**src/rtl/conv_pkg.sv**
```systemverilog
// ============================================================================
// Module : conv_pkg
// Brief  : Shared constants and types for the conv layer 3 scheduler slice.
// Rev    : 1.0
// ============================================================================
`default_nettype none

package conv_pkg;

  localparam int bitwidth  = 16;
  localparam int N_KERNEL  = 10;
  localparam int N_CHANNEL = 2;
  localparam int KW        = 4;
  localparam int CW        = 1;

  typedef enum logic [1:0] {
    IDLE = 2'd0,
    RUN  = 2'd1,
    HOLD = 2'd2
  } sched_state_t;

  typedef logic signed [bitwidth-1:0] data_t;

endpackage

`default_nettype wire

```
**src/rtl/conv_mac_acc.sv**
```systemverilog
// ============================================================================
// Module : conv_mac_acc
// Brief  : N_KERNEL-entry accumulator bank; write on channel 0, add on later channels.
// Rev    : 1.0
// ============================================================================
`default_nettype none

module conv_mac_acc
  import conv_pkg::*;
(
  input  logic                         clk,
  input  logic                         rst,
  input  logic                         wr_en,
  input  logic                         add,
  input  logic [KW-1:0]                idx,
  input  logic [bitwidth-1:0]          data,
  output logic [bitwidth*N_KERNEL-1:0] acc_flat
);

  generate
    for (genvar k = 0; k < N_KERNEL; k++) begin : g_entry
      data_t r_acc;
      data_t w_sum;

      // Plain two's-complement wrap, identical to the combinational layer.
      assign w_sum = r_acc + data_t'(data);

      always_ff @(posedge clk) begin
        if (rst) begin
          r_acc <= '0;
        end else if (wr_en && (idx == KW'(k))) begin
          r_acc <= add ? w_sum : data_t'(data);
        end
      end

      assign acc_flat[k*bitwidth +: bitwidth] = r_acc;
    end
  endgenerate

endmodule

`default_nettype wire

```
**src/rtl/conv_layer_3_scheduler.sv**
```systemverilog
// ============================================================================
// Module : conv_layer_3_scheduler
// Brief  : Sequences one shared convolution_point over all kernel/channel pairs.
// Rev    : 1.0
// ============================================================================
`default_nettype none

module conv_layer_3_scheduler
  import conv_pkg::*;
(
  input  logic                         clk,
  input  logic                         rst,
  input  logic                         start,
  output logic                         busy,
  output logic [KW-1:0]                sel_kernel,
  output logic [CW-1:0]                sel_channel,
  input  logic [bitwidth-1:0]          point_result,
  output logic [bitwidth*N_KERNEL-1:0] featuremap3,
  output logic                         out_valid,
  input  logic                         out_ready
);

  sched_state_t state, state_next;
  logic [KW-1:0] k_cnt;
  logic [CW-1:0] c_cnt;
  logic          last_pass;
  logic          in_run;

  assign in_run    = (state == RUN);
  assign last_pass = in_run && (k_cnt == KW'(N_KERNEL-1)) && (c_cnt == CW'(N_CHANNEL-1));

  always_ff @(posedge clk) begin
    if (rst) begin
      state <= IDLE;
      k_cnt <= '0;
      c_cnt <= '0;
    end else begin
      state <= state_next;
      // Channel is the fast index; both counters return to 0 on leaving RUN.
      if (in_run) begin
        if (c_cnt == CW'(N_CHANNEL-1)) begin
          c_cnt <= '0;
          k_cnt <= (k_cnt == KW'(N_KERNEL-1)) ? '0 : k_cnt + KW'(1);
        end else begin
          c_cnt <= c_cnt + CW'(1);
        end
      end
    end
  end

  always_comb begin
    state_next  = state;
    busy        = 1'b0;
    out_valid   = 1'b0;
    sel_kernel  = '0;
    sel_channel = '0;
    case (state)
      IDLE: begin
        if (start) state_next = RUN;
      end
      RUN: begin
        busy        = 1'b1;
        sel_kernel  = k_cnt;
        sel_channel = c_cnt;
        if (last_pass) state_next = HOLD;
      end
      HOLD: begin
        out_valid = 1'b1;
        if (out_ready) state_next = IDLE;
      end
      default: state_next = IDLE;
    endcase
  end

  conv_mac_acc u_acc (
    .clk      (clk),
    .rst      (rst),
    .wr_en    (in_run),
    .add      (c_cnt != '0),
    .idx      (k_cnt),
    .data     (point_result),
    .acc_flat (featuremap3)
  );

endmodule

`default_nettype wire

```
**config.mk**
```make
export PLATFORM = sky130hd
export DESIGN_NAME = conv_layer_3_scheduler
export DESIGN_NICKNAME = d
export VERILOG_FILES = /design/src/rtl/conv_pkg.sv /design/src/rtl/conv_mac_acc.sv /design/src/rtl/conv_layer_3_scheduler.sv
export SDC_FILE = /design/constraint.sdc
export NUM_CORES = 1
export LEC_CHECK = 0
export BUFFER_PORTS_ARGS = -buffer_cell sky130_fd_sc_hd__buf_2
export CAP_MARGIN = 20
export CORE_MARGIN = 4
export CORE_UTILIZATION = 55
export CTS_BUF_LIST = sky130_fd_sc_hd__clkbuf_2 sky130_fd_sc_hd__clkbuf_4 sky130_fd_sc_hd__clkbuf_8
export CTS_CLUSTER_SIZE = 40
export DETAILED_ROUTE_END_ITERATION = 8
export GPL_TIMING_DRIVEN = 0
export PLACE_DENSITY = 0.77
export SKIP_LAST_GASP = 1
export SLEW_MARGIN = 20
export SYNTH_ARGS = -nofsm -noshare
export SYNTH_HDL_FRONTEND = slang
export SYNTH_HIERARCHICAL = 1
export SYNTH_SLANG_ARGS = --single-unit
```
**constraint.sdc**
```tcl
create_clock -name clk -period 3.8 [get_ports clk]
set_clock_uncertainty 0.15 [all_clocks]
set_input_delay 0.38 -clock clk [delete_from_list [all_inputs] [get_ports clk]]
set_output_delay 0.38 -clock clk [all_outputs]
set_load 0.1 [all_outputs]
```
==> reports/qor.csv, run 1 <==
stage;metric;value;unit
logic_synthesis;largest family of logic cells by synthesized area;compound AO/OA/AOI/OAI gates;
drt;Via Count;15200;
die;Die Y;165;um
drt;drt pass-1 iters;6;
die;IO Pins;187;
sta;Finish-stage setup viols;0;
logic_synthesis;multiplexer share of the synthesized area;1.15;%
die;Die X;165;um
outcome;outcome;finished clean;
cells_and_area;nets;2111;
cells_and_area;Layout fillers;2266;
clocking;total CTS buffers;17;
critical_path;Critical Path RT;4050;ps
clocking;worst skew pair latency;480;ps
drt;Total Routed Length;54200;um
clocking;Clock Path Buffers;2;
sta;fin. max-slew vios;0;
logic_synthesis;post-synthesis cell area;13500;sq um
clocking;clk slew on worst S/H paths;100;ps
placement;dpl cell area;14900;sq um
logic_synthesis;Compound-Gate Fraction of Synth Area;32.4;%
clocking;CTS hold repair buffers;0;
drt;remaining antenna violation count;0;
sta;Hold Fails Final Rpt;0;
logic_synthesis;top-area cell type share of the netlist area;24.7;%
drt;top layer in use;met4;
power;Worst VDD drop;0.187;mV
critical_path;startpoint types;flip-flop;
cells_and_area;share of layout cells above drive strength 1;13.0;%
logic_synthesis;synth warn;6;
drt;met1 WL;20900;um
clocking;Root Driver;clkbuf_8;
sta;Tmin final;3770;ps
job;MaxCap Viol Count;0;
grt;initial antenna violation count;0;
cells_and_area;Final Util;63.0;%
logic_synthesis;register area share after synthesis;24.7;%
clocking;post-CTS sizing;0;
clocking;post-CTS setup buffers;0;
logic_synthesis;top_reg_cell synth;dfxtp_1;
grt;largest net degree at the start of global routing;22;
placement;gpl congestion;0.999;
sta;period utilisation layout;99.3;%
drt;routed wl met3;6790;um
critical_path;kind of critical path;flip-flop to flip-flop;
grt;number of global-route vias before repair;14000;
power;P_leak;0.00713;uW
logic_synthesis;flops & latches, synth;167;
drt;1st-iter DRT viols;2088;
logic_synthesis;Simple-Gate Fraction of Synth Area;16.4;%
drt;vias per cell;6.72;
logic_synthesis;Synth Area in XOR/XNOR;6.92;%
logic_synthesis;Post-Syn Nets;1905;
sta;Slew headroom;19.9;%
logic_synthesis;Post-synth EDFFs;0;
hold_path;Hold Crit Class;input pin to flip-flop;
logic_synthesis;Synth Instances;1725;
die;Core Region;24200;sq um
cells_and_area;synth-to-layout area growth;12.9;%
critical_path;worst endpoint data arrival time;4020;ps
grt;total global-route track usage;39.1;%
logic_synthesis;Post-synth ARST share;0;%
sta;Worst Max-Slew Pin Slew;1200;ps
grt;first-pass GRT wire length;80800;um
logic_synthesis;Post-Synth Adder-Cell Area;15.3;%
logic_synthesis;syn avg cell area;7.85;sq um
cells_and_area;design area;15300;sq um
sta;RSZ-0062 raised after global routing;no;
power;PD cells;279;nW/um^2
die;Cell Rows;57;
logic_synthesis;largest cells by area after synthesis;dfxtp_1, ha_1, a21oi_1;
die;Die ar.;27200;sq um
clocking;CTS sink count;167;
drt;met2 wire len;23100;um
drt;drt drc;0;
critical_path;Setup crit end kind;flip-flop;
grt;total grt overflow;0;
die;Initial Util;55.8;%
placement;post-DP HPWL;37600;um
drt;WL per Instance;23.9;um
logic_synthesis;Synth cell types;76;
critical_path;crit-path max FO;10;
placement;port bufs;186;
sta;Max Clk Rate;265;MHz
logic_synthesis;area leader, netlist;dfxtp_1;
clocking;TritonCTS clock tree;yes;
clocking;H-tree Lvls;4;
[Yosys cell counts (4+ instances only)]
cell type    n
a21oi_1    200
o21ai_0    195
dfxtp_1    167
ha_1       150
nor2_1     136
nand2_1    107
xnor2_1     70
a21o_1      66
a31oi_1     63
nor3_1      62
a211oi_1    61
clkbuf_1    57
xor2_1      37
inv_1       34
nand3_1     28
nor2b_1     22
or3_1       22
nand2b_1    17
buf_1       16
a311oi_1    14
o21a_1      13
o211ai_1    12
mux2i_1     11
and3_1      10
fa_1        10
o21bai_1    10
o31ai_1      9
a211o_1      8
nand3b_1     8
and2_1       7
nand4_1      6
nor4b_1      6
o311ai_0     5
o31a_1       5
or2_2        5
a21boi_0     4
mux2_2       4
[per-layer routing]
layer | track usage (%) | up-vias
met5 | 0 | -
met4 | 22.2 | 0
met3 | 7.79 | 235
met2 | 59.9 | 1001
met1 | 51.2 | 7105
li1 | - | 6906
[critical path: stages, from the launching register on]
cell,delay [ps]
dfxtp_1,470
clkbuf_1,350
clkbuf_1,630
buf_1,700
buf_1,870
o311ai_0,310
a21oi_1,210
[metrics by stage]
step	total power (uW)	setup TNS [ps]	hold slack, ps	setup WS [ps]	std cells
after global placement	2940	0	336	9.72	2235
after detailed placement	2960	-75.1	344	-75.1	2236
after floorplan	2570	0	299	89.0	1725
after global routing	4400	0	28.5	68.3	2268
final	4260	0	19.4	26.7	2270
after CTS	4220	0	1.35	292	2268
[power breakdown]
part           switching [uW]  internal (uW)
sequential               28.7           1770
combinational             872            294
clock                     754            538
[flip-flops by register name (all words and copies together) (netlist names)]
register             flops
c_cnt                    1
k_cnt                    4
state                    2
u_acc/g_entry.r_acc    160
[layout make-up]
class / instances / area [sq um] / share of cell area (%)
buffer: 75 / 288 / 1.88
tap: 324 / 405 / 2.65
timing repair buffer: 187 / 946 / 6.19
multi-input combinational: 1449 / 9790 / 64.1
clock inverter: 14 / 129 / 0.843
antenna: 2 / 5.00 / 0.0328
inverter: 34 / 128 / 0.835
clock buffer: 18 / 248 / 1.62
sequential: 167 / 3340 / 21.9
[cell families after synthesis]
| kind of cell | after synthesis |
|---|---|
| compound gates | 709 |
| xor+xnor | 107 |
| buf+inv | 109 |
| mux | 15 |
| fa+ha+maj | 160 |
| flops | 167 |
| simple gates | 458 |
[path summary, 6_finish.rpt]
kind,startpoint,to,slack [ps],cells past startpoint
min reg2reg,u_acc/g_entry[8].r_acc[12],u_acc/g_entry[8].r_acc[12],360,2
min,out_ready,state[1],20,3
max reg2reg,c_cnt,u_acc/g_entry[0].r_acc[11],30,6
max,c_cnt,u_acc/g_entry[0].r_acc[11],30,6
[cell usage in the layout, fill, tap and decap left out, drive strengths merged, types with 9 or more instances in the layout]
master  Yosys  routed
buf        16     203
a21oi     201     201
o21ai     197     197
dfxtp     167     167
ha        150     150
nor2      136     136
nand2     107     107
clkbuf     59      77
xnor2      70      70
a21o       66      66
a31oi      63      63
nor3       62      62
a211oi     62      62
xor2       37      37
inv        34      35
nand3      28      28
or3        24      24
nor2b      22      22
nand2b     17      17
a311oi     14      14
o21a       13      13
o211ai     12      12
mux2i      11      11
o21bai     11      11
and3       10      10
fa         10      10
o31ai       9       9
Note: power is estimated with default switching activity, not from simulation.
==> run 2, diff against run 1 <==
- CORE_UTILIZATION: 55 -> 50
- PLACE_DENSITY: 0.77 -> 0.71
- SETUP_SLACK_MARGIN: not set -> 0.1
==> reports/qor.csv, run 2 (synthesis gave the netlist of run 1 again) <==
stage;metric;value;unit
outcome;outcome;finished clean;
critical_path;CP Depth;6;
critical_path;crit path cell chain;clkbuf_1 > clkbuf_1 > buf_1 > buf_1 > o211ai_1 > a31oi_1;
grt;first-pass GRT wire length;82200;um
die;Cell Rows;59;
power;Worst VDD drop;0.165;mV
cells_and_area;commonest cells after routing, fill and taps aside;a21oi_1, o21ai_0, buf_2;
sta;RSZ-0062 raised after global routing;no;
cells_and_area;Reg with most FFs;u_acc/g_entry.r_acc;
drt;drt drc;0;
cells_and_area;synth-to-layout area growth;13.1;%
critical_path;CP Buf/Inv Count;4;
drt;1st-iter DRT viols;1669;
clocking;H-tree Lvls;4;
critical_path;CP max-delay cell;buf_1;
die;Initial Util;51.4;%
cells_and_area;max reg flops;160;
critical_path;kind of critical path;flip-flop to flip-flop;
sta;Worst Slack Setup Final;185;ps
sta;Hold Fails Final Rpt;0;
cells_and_area;nets;2111;
job;MaxCap Viol Count;0;
placement;pre-CTS setup slack;-76.2;ps
clocking;Clock Path Buffers;2;
drt;WL per Instance;24.3;um
clocking;TritonCTS clock tree;yes;
sta;period utilisation layout;95.1;%
hold_path;Hold Crit Class;input pin to flip-flop;
sta;Slew headroom;17.8;%
sta;Hold Slack;38.7;ps
cells_and_area;share of layout cells above drive strength 1;12.9;%
grt;total grt overflow;0;
drt;vias per cell;6.63;
critical_path;startpoint types;flip-flop;
critical_path;Setup crit end kind;flip-flop;
die;Core Region;26400;sq um
grt;largest net degree at the start of global routing;22;
critical_path;Worst setup startpoint;c_cnt;
sta;Finish-stage setup viols;0;
critical_path;family with the most delay on the worst path;buffers and inverters;
grt;total global-route track usage;35.2;%
clocking;post-CTS setup buffers;0;
clocking;CTS sink count;167;
critical_path;worst r2r src;c_cnt;
grt;number of global-route vias before repair;14000;
drt;Via Count;15100;
critical_path;RR Endpoint;u_acc/g_entry[3].r_acc[4];
drt;Total Routed Length;55400;um
critical_path;crit-path max FO;10;
die;Die X;173;um
critical_path;worst endpoint data arrival time;3850;ps
die;Die ar.;29800;sq um
clocking;CTS hold repair buffers;0;
grt;initial antenna violation count;0;
critical_path;Reg2Reg Setup Slack;180;ps
sta;Max Clk Rate;277;MHz
drt;remaining antenna violation count;0;
critical_path;Worst path max stage delay;900;ps
power;PD cells;284;nW/um^2
critical_path;crit path to;u_acc/g_entry[3].r_acc[4];
cells_and_area;most common cell after layout, fill and taps aside;a21oi_1;
cells_and_area;Top Registers;u_acc/g_entry.r_acc: 160 flops, k_cnt: 4 flops, state: 2 flops;
die;Die Y;173;um
clocking;worst skew pair latency;470;ps
placement;post-DP HPWL;38400;um
critical_path;Critical Path RT;4030;ps
clocking;Root Driver;clkbuf_8;
sta;Tmin final;3620;ps
die;IO Pins;187;
clocking;clk slew on worst S/H paths;90;ps
drt;drt pass-1 iters;6;
placement;port bufs;186;
critical_path;path depth of the worst reg2reg path;6;
placement;gpl congestion;0.956;
power;P_leak;0.00715;uW
sta;Worst Max-Slew Pin Slew;1230;ps
sta;fin. max-slew vios;0;
clocking;total CTS buffers;17;
==> run 2: changes by cell type in the layout (fill, tap and decap cells not counted), moves of 2 or more <==
cell / previous run / this run
bufinv_16: 1 / 3
clkinv_4: 4 / 2
clkinvlp_4: 6 / 1
clkbuf_4: 0 / 3
==> run 2: repair_timing <==
action | 4_1_cts | 5_1_grt
endpoints found under the setup margin | 0 | 1
resized for setup | 0 | 2
hold endpoints to repair | 0 | 0
==> run 2: per-layer routing <==
metal  routed length [um]  part of all wire [%]  track usage [%]  vias up
li1                     -                     -                -     6885
met4                 2890                   5.2             17.8        0
met5                    0                     0                0        -
met3                 6280                    11             6.12      161
met1                22200                    40             47.2     7164
met2                24000                    43             54.6      886
==> run 2: through the flow <==
step	setup TNS, ps	area (sq um)	utilization, %	power, uW	std cells
final	0	15300	58.1	4340	2277
after global routing	0	15300	58.1	4450	2276
after CTS	0	15300	58.0	4300	2276
after detailed placement	-76.2	14900	56.6	2960	2247
after global placement	-21.0	14900	56.5	2950	2246
after floorplan	0	13500	-	2570	1725
==> run 2: final cells by class <==
type | count | area (sq um)
antenna | 1 | 2.50
buffer | 75 | 288
clock buffer | 20 | 256
clock inverter | 9 | 130
fill | 2527 | 11100
inverter | 34 | 128
multi-input combinational | 1449 | 9790
sequential | 167 | 3340
tap | 335 | 419
timing repair buffer | 187 | 946
==> run 2: worst min-delay path, cell delays in order <==
cell	delay, ps
buf_2	100
nor2_1	80
nor4_1	50
==> run 2: worst min-delay path by stage <==
stage                          startpoint                    endpoint  slack [ps]  cells past startpoint
4_1_cts                             start                    state[0]          20                      3
3_5_place_dp   u_acc/g_entry[8].r_acc[12]  u_acc/g_entry[8].r_acc[12]         340                      2
6_report                            start                    state[0]          40                      3
3_3_place_gp    u_acc/g_entry[6].r_acc[5]   u_acc/g_entry[6].r_acc[5]         340                      2
2_1_floorplan                         rst                    k_cnt[1]         300                      1
5_1_grt                         out_ready                    state[1]          50                      3
==> run 2: where the power goes <==
part / internal, uW / leakage (uW) / switching (uW)
clock network: 660 / 0.000199 / 705
registers: 1770 / 0.00135 / 29.4
logic: 294 / 0.00561 / 878
total: 2730 / 0.00715 / 1610
